## src/rtl/framebuf_scan_ctrl.sv

```systemverilog
`default_nettype none
// ============================================================================
// Module   : framebuf_scan_ctrl
// Purpose  : Scan-out sequencer for a double-buffered voxel frame buffer.
//            It reads one bank layer by layer and serialises each word to the
//            LED column chain, then drives blanking, latch and layer select.
// Options  : FRAMEBUF_SCAN_DIM_PWM_EN adds a brightness input that
//            PWM-dims led_oe_n.
// Revision : 1.0 - initial release
// ============================================================================
module framebuf_scan_ctrl #(
  parameter int ADDR_W          = 13,
  parameter int DATA_W          = 16,
  parameter int NUM_LAYERS      = 16,
  parameter int WORDS_PER_LAYER = 256,
  parameter int SCLK_DIV        = 4,
  parameter int BLANK_CYCLES    = 64
) (
`ifdef FRAMEBUF_SCAN_DIM_PWM_EN
  input  logic [7:0]                      brightness,
`endif
  input  logic                            clk,
  input  logic                            reset_n,
  input  logic                            enable,
  output logic [ADDR_W-1:0]               mem_address,
  output logic                            mem_chipselect,
  input  logic [DATA_W-1:0]               mem_readdata,
  input  logic                            swap_req,
  output logic                            swap_ack,
  output logic                            front_bank,
  output logic                            led_sclk,
  output logic                            led_sdata,
  output logic                            led_latch,
  output logic                            led_oe_n,
  output logic [$clog2(NUM_LAYERS)-1:0]   layer_sel,
  output logic                            frame_done
);

  localparam int c_LAYER_W = $clog2(NUM_LAYERS);
  localparam int c_WORD_W  = $clog2(WORDS_PER_LAYER);
  localparam int c_BIT_W   = $clog2(DATA_W);
  localparam int c_DIV_W   = (SCLK_DIV > 1) ? $clog2(SCLK_DIV) : 1;
  localparam int c_BLANK_W = (BLANK_CYCLES > 1) ? $clog2(BLANK_CYCLES) : 1;

  localparam logic [c_LAYER_W-1:0] c_LAYER_LAST = c_LAYER_W'(NUM_LAYERS - 1);
  localparam logic [c_WORD_W-1:0]  c_WORD_LAST  = c_WORD_W'(WORDS_PER_LAYER - 1);
  localparam logic [c_BIT_W-1:0]   c_BIT_LAST   = c_BIT_W'(DATA_W - 1);
  localparam logic [c_DIV_W-1:0]   c_DIV_LAST   = c_DIV_W'(SCLK_DIV - 1);
  localparam logic [c_BLANK_W-1:0] c_BLANK_LAST = c_BLANK_W'(BLANK_CYCLES - 1);

  localparam logic [2:0] c_IDLE      = 3'd0;
  localparam logic [2:0] c_FETCH     = 3'd1;
  localparam logic [2:0] c_CAPTURE   = 3'd2;
  localparam logic [2:0] c_SHIFT     = 3'd3;
  localparam logic [2:0] c_BLANK     = 3'd4;
  localparam logic [2:0] c_LATCH     = 3'd5;
  localparam logic [2:0] c_FRAME_END = 3'd6;

  logic [2:0]           r_state;
  logic [2:0]           w_next;
  logic                 r_front;
  logic [c_LAYER_W-1:0] r_layer;
  logic [c_LAYER_W-1:0] r_layer_sel;
  logic [c_WORD_W-1:0]  r_word;
  logic [DATA_W-1:0]    r_shreg;
  logic [c_BIT_W-1:0]   r_bit_cnt;
  logic [c_DIV_W-1:0]   r_div;
  logic                 r_sclk;
  logic [c_BLANK_W-1:0] r_blank;
  logic                 r_oe_n;

  logic w_div_wrap;
  logic w_word_last;
  logic w_layer_last;
  logic w_bit_done;
  logic w_blank_done;

  assign w_div_wrap   = (r_div == c_DIV_LAST);
  assign w_word_last  = (r_word == c_WORD_LAST);
  assign w_layer_last = (r_layer == c_LAYER_LAST);
  // Last bit ends on the falling sclk edge of bit 0.
  assign w_bit_done   = w_div_wrap && r_sclk && (r_bit_cnt == '0);
  assign w_blank_done = (r_blank == c_BLANK_LAST);

  always_ff @(posedge clk or negedge reset_n) begin
    if (!reset_n) begin
      r_state <= c_IDLE;
    end else begin
      r_state <= w_next;
    end
  end

  always_comb begin
    w_next = r_state;
    case (r_state)
      c_IDLE:      if (enable) w_next = c_FETCH;
      c_FETCH:     w_next = c_CAPTURE;
      c_CAPTURE:   w_next = c_SHIFT;
      c_SHIFT:     if (w_bit_done) w_next = w_word_last ? c_BLANK : c_FETCH;
      c_BLANK:     if (w_blank_done) w_next = c_LATCH;
      c_LATCH:     w_next = w_layer_last ? c_FRAME_END : c_FETCH;
      c_FRAME_END: w_next = enable ? c_FETCH : c_IDLE;
      default:     w_next = c_IDLE;
    endcase
  end

  always_comb begin
    mem_chipselect = (r_state == c_FETCH);
    led_latch      = (r_state == c_LATCH);
    frame_done     = (r_state == c_FRAME_END);
    swap_ack       = (r_state == c_FRAME_END) && swap_req;
  end

  always_ff @(posedge clk or negedge reset_n) begin
    if (!reset_n) begin
      r_front     <= 1'b0;
      r_layer     <= '0;
      r_layer_sel <= '0;
      r_word      <= '0;
      r_shreg     <= '0;
      r_bit_cnt   <= '0;
      r_div       <= '0;
      r_sclk      <= 1'b0;
      r_blank     <= '0;
      r_oe_n      <= 1'b1;
    end else begin
      r_blank <= '0;
      case (r_state)
        c_IDLE: begin
          r_layer <= '0;
          r_word  <= '0;
        end
        c_CAPTURE: begin
          r_shreg   <= mem_readdata;
          r_bit_cnt <= c_BIT_LAST;
          r_div     <= '0;
          r_sclk    <= 1'b0;
        end
        c_SHIFT: begin
          if (w_div_wrap) begin
            r_div  <= '0;
            r_sclk <= ~r_sclk;
            if (r_sclk) begin
              r_shreg   <= {r_shreg[DATA_W-2:0], 1'b0};
              r_bit_cnt <= r_bit_cnt - c_BIT_W'(1);
              if ((r_bit_cnt == '0) && !w_word_last) r_word <= r_word + c_WORD_W'(1);
            end
          end else begin
            r_div <= r_div + c_DIV_W'(1);
          end
        end
        c_BLANK: r_blank <= r_blank + c_BLANK_W'(1);
        c_LATCH: begin
          r_layer_sel <= r_layer;
          r_word      <= '0;
          if (!w_layer_last) r_layer <= r_layer + c_LAYER_W'(1);
        end
        c_FRAME_END: begin
          r_layer <= '0;
          if (swap_req) r_front <= ~r_front;
        end
        default: ;
      endcase

      // The latched layer stays lit while the next one shifts in.
      if ((w_next == c_BLANK) || (w_next == c_IDLE)) begin
        r_oe_n <= 1'b1;
      end else if (r_state == c_LATCH) begin
        r_oe_n <= 1'b0;
      end
    end
  end

  assign mem_address = {r_front, r_layer, r_word};
  assign front_bank  = r_front;
  assign led_sclk    = r_sclk;
  assign led_sdata   = r_shreg[DATA_W-1];
  assign layer_sel   = r_layer_sel;

`ifdef FRAMEBUF_SCAN_DIM_PWM_EN
  logic [7:0] r_pwm_cnt;
  logic [7:0] r_bright;

  always_ff @(posedge clk or negedge reset_n) begin
    if (!reset_n) begin
      r_pwm_cnt <= '0;
      r_bright  <= '0;
    end else begin
      r_pwm_cnt <= r_pwm_cnt + 8'd1;
      if (r_state == c_FRAME_END) r_bright <= brightness;
    end
  end

  assign led_oe_n = r_oe_n | (r_pwm_cnt >= r_bright);
`else
  assign led_oe_n = r_oe_n;
`endif

endmodule
`default_nettype wire

```

## config.mk

```make
export PLATFORM = sky130hd
export DESIGN_NAME = framebuf_scan_ctrl
export DESIGN_NICKNAME = d
export VERILOG_FILES = /design/src/rtl/framebuf_scan_ctrl.sv
export SDC_FILE = /design/constraint.sdc
export NUM_CORES = 1
export LEC_CHECK = 0
export CAP_MARGIN = 40
export CORE_UTILIZATION = 29
export DETAILED_ROUTE_END_ITERATION = 7
export PLACE_DENSITY = 0.58
export SLEW_MARGIN = 0
export SYNTH_ARGS = -nofsm -noshare
export SYNTH_HDL_FRONTEND = slang
export SYNTH_SLANG_ARGS = --single-unit
```

## constraint.sdc

```tcl
create_clock -name clk -period 2.6 [get_ports clk]
set_input_delay 0.52 -clock clk [delete_from_list [all_inputs] [get_ports clk]]
set_output_delay 0.52 -clock clk [all_outputs]
set_load 0.05 [all_outputs]
```

==> impl_metrics.csv <==
group,metric,value,unit
run_status,status,"finished clean",
grt,grt_pass1_vias,1861,
timing,hold_viol,0,
clocking,hold_buffers,0,
setup_path,critPathMaxStageDelay,0.62,ns
yosys,synth_fp_nets,270,
place,place_congestion,0.735,
die,start_util,30.1,%
grt,grt_pass1_wl,8.57,mm
routing,vias,1871,
setup_path,r2r-start,"r_bit_cnt[0]",
setup_path,crit_slowest_cell,"dfrtp_1",
routing,dr.pass1.iters,4,
yosys,syn_area_per_cell,10.2,um^2
setup_path,worst_setup_path_end_kind,"primary output",
routing,first_iter_violations,61,
routing,drc,0,
die,core,8260,um^2
yosys,synth_warnings,0,
finish,fillCellCount,834,
yosys,syn_inst,244,
timing,slew_violations,0,
die,chipWidth,94.6,um
die,ioPinCount,45,
timing,rsz0062_at_grt,"no",
pwr,vdd_ir_drop_max,0.000425,V
clocking,cts_buffers,5,
routing,vias_per_cell,4.75,
yosys,async_flop_share,100,%
place,dp.cells,386,
clocking,cts_setup_buffers,0,
grt,gr-total-overflow,0,
setup_path,cp-start-kind,"flop",
clocking,clk_latency,0.30,ns
yosys,yosysUniqueCellTypes,42,
grt,grt_max_degree,32,
die,core.rowCount,33,
setup_path,crit_type,"flop to primary output",
routing,wl_per_cell,12.6,um
grt,antenna_found_initial,0,
worst_hold_path,hold_class,"input pin to asynchronous set/reset pin",
setup_path,reg2reg_depth,6,
clocking,cts-htree-levels,2,
routing,drt-total-wl,4.95,mm
timing,clock_skew,0.00366,ns
setup_path,cp_cell_sequence,"nand3b_1 > inv_1 > buf_12",
timing,fin_crit_sh,83.5,%
clocking,clockBufferDepth,2,
yosys,synth_top_flop_cell,"dfrtp_1",
setup_path,r2r_slack,0.51,ns
finish,final_nets,314,
flow_run,maxCapViolCount,0,
timing,fin_tns_setup,0,ns
setup_path,r2r_end,"r_word[5]",
clocking,root_buffer,"clkbuf_8",
clocking,ctsResizeCount,0,
clocking,cts_tree,"yes",
setup_path,crit_family,"flip-flops",
setup_path,critPathRequiredTime,2.08,ns
finish,drive_gt1_share,9.34,%
timing,relSlewSlack,62.8,%
pwr,power.leakage,1.42,nW
yosys,synth_edf_count,0,
yosys,ys_ff_latch,50,
yosys,synth_area,2480,um^2
finish,area_growth,26.7,%
timing,fmax,460,MHz
routing,ant_nets,0,
place,hpwl,3.54,mm
timing,worst_pin_slew,0.558,ns
yosys,ys_seq_area_share,50.4,%
timing,min_period,2.17,ns
die,die_y,94.6,um
place,port_buffers,44,
timing,setup_viol,0,
die,die-area,8940,um^2
setup_path,crit_path_max_fanout,16,
finish,n_antenna_cell,0,
grt,grt.total_usage,12.0,%
setup_path,path_buf_inv,2,
setup_path,critPathArrivalTime,1.65,ns
clocking,clkTransAtPathRegs,0.09,ns
finish,fin_cells,394,
clocking,clock_sinks,50,
pwr,power.density,657,nW/um^2
[worst register-to-register path: stages, from the launching register on]
cell	delay [ns]
dfrtp_1	0.41
inv_1	0.11
ha_1	0.15
nor3b_2	0.25
o2111ai_2	0.36
or4_1	0.59
a21oi_1	0.15
[cell type report]
class	instances	area, um^2	share of cell area, %
clock buffers	7	86.3	2.74
clock inverters	1	5.00	0.159
inverters	7	26.3	0.835
multi-input cells	175	1150	36.4
flip-flops and latches	50	1250	39.8
well taps	105	131	4.17
repair buffers	49	500	15.9
[metrics by stage]
stage | cell area (um^2) | hold WS, ns | util (%) | total power, mW | worst slack (ns)
floorplan | 2480 | 0.224 | - | 1.45 | 0.487
global placement | 3060 | 0.462 | 37.0 | 1.60 | 0.579
detailed placement | 3060 | 0.470 | 37.0 | 1.62 | 0.554
CTS | 3150 | 0.177 | 38.1 | 2.10 | 0.403
global route | 3150 | 0.196 | 38.1 | 2.22 | 0.271
finish | 3150 | 0.175 | 38.1 | 2.07 | 0.428
[synth_stat cells (4+ instances only)]
cell type	count	area (um^2)
o31ai_1	4	30.0
nand2_1	33	124
mux2i_1	17	170
nor2_1	7	26.3
dfrtp_1	49	1230
nor2b_1	7	43.8
xor2_1	6	52.6
and2_1	4	25.0
ha_1	6	75.1
a21oi_1	9	45.0
nand3_1	10	50.1
o21ai_0	26	130
inv_1	7	26.3
clkbuf_1	6	22.5
a22o_1	4	35.0
[flip-flops by register name, indices dropped and copies added (netlist names)]
name and cells:
r_word 8, r_state 3, led_oe_n 1, r_blank 6, r_bit_cnt 4, layer_sel 4, r_shreg 16, r_div 2
led_sclk 1, r_layer 4, front_bank 1
[worst max path at each step]
stage	cells after the start	startpoint	end	slack (ns)
6_report	3	r_state[2]	led_latch	0.43
3_3_place_gp	4	r_state[2]	r_word[5]	0.58
2_1_floorplan	3	r_state[0]	mem_chipselect	0.49
5_1_grt	3	r_state[2]	led_latch	0.27
4_1_cts	3	r_state[2]	led_latch	0.40
3_5_place_dp	6	r_bit_cnt[0]	r_word[5]	0.55
[logic make-up (layout without fill, tap and decap cells)]
group                      Yosys count  after routing  synth area share [%]
and+or+nand+nor                     85             85                  17.8
adders and majority gates            6              6                  3.02
DFF                                 50             50                  50.4
AOI/OAI and AO/OA                   56             56                  14.2
xor gates and xnor gates             8              8                  2.82
muxes                               20             20                  8.21
buffers and inverters               19             64                  3.47
[cell usage in the layout, fill, tap and decap left out, types with 4 or more instances in the layout]
cell             Yosys  final
dfrtp_1             49     49
buf_4                3      6
a22o_1               4      4
clkbuf_8             0      6
inv_1                7      7
nor2b_1              7      7
nand3_1             10     10
o21ai_0             26     26
clkdlybuf4s50_1      0     39
ha_1                 6      6
nand2_1             33     33
o31ai_1              4      4
a21oi_1              9      9
mux2i_1             17     17
nor2_1               7      7
and2_1               4      4
xor2_1               6      6
[report_power, final]
group | switching [mW] | internal, mW
combinational | 0.306 | 0.254
sequential | 0.111 | 0.933
clock | 0.247 | 0.215
total | 0.665 | 1.40
[per-layer routing]
layer,part of all wire (%),vias to the layer above,global-route usage (%)
li1,-,947,-
met2,43,43,18.7
met3,4.8,8,2.98
met4,1.0,0,3.28
met5,0,-,0
met1,51,873,16.7
Power figures use the tool's default switching activity.
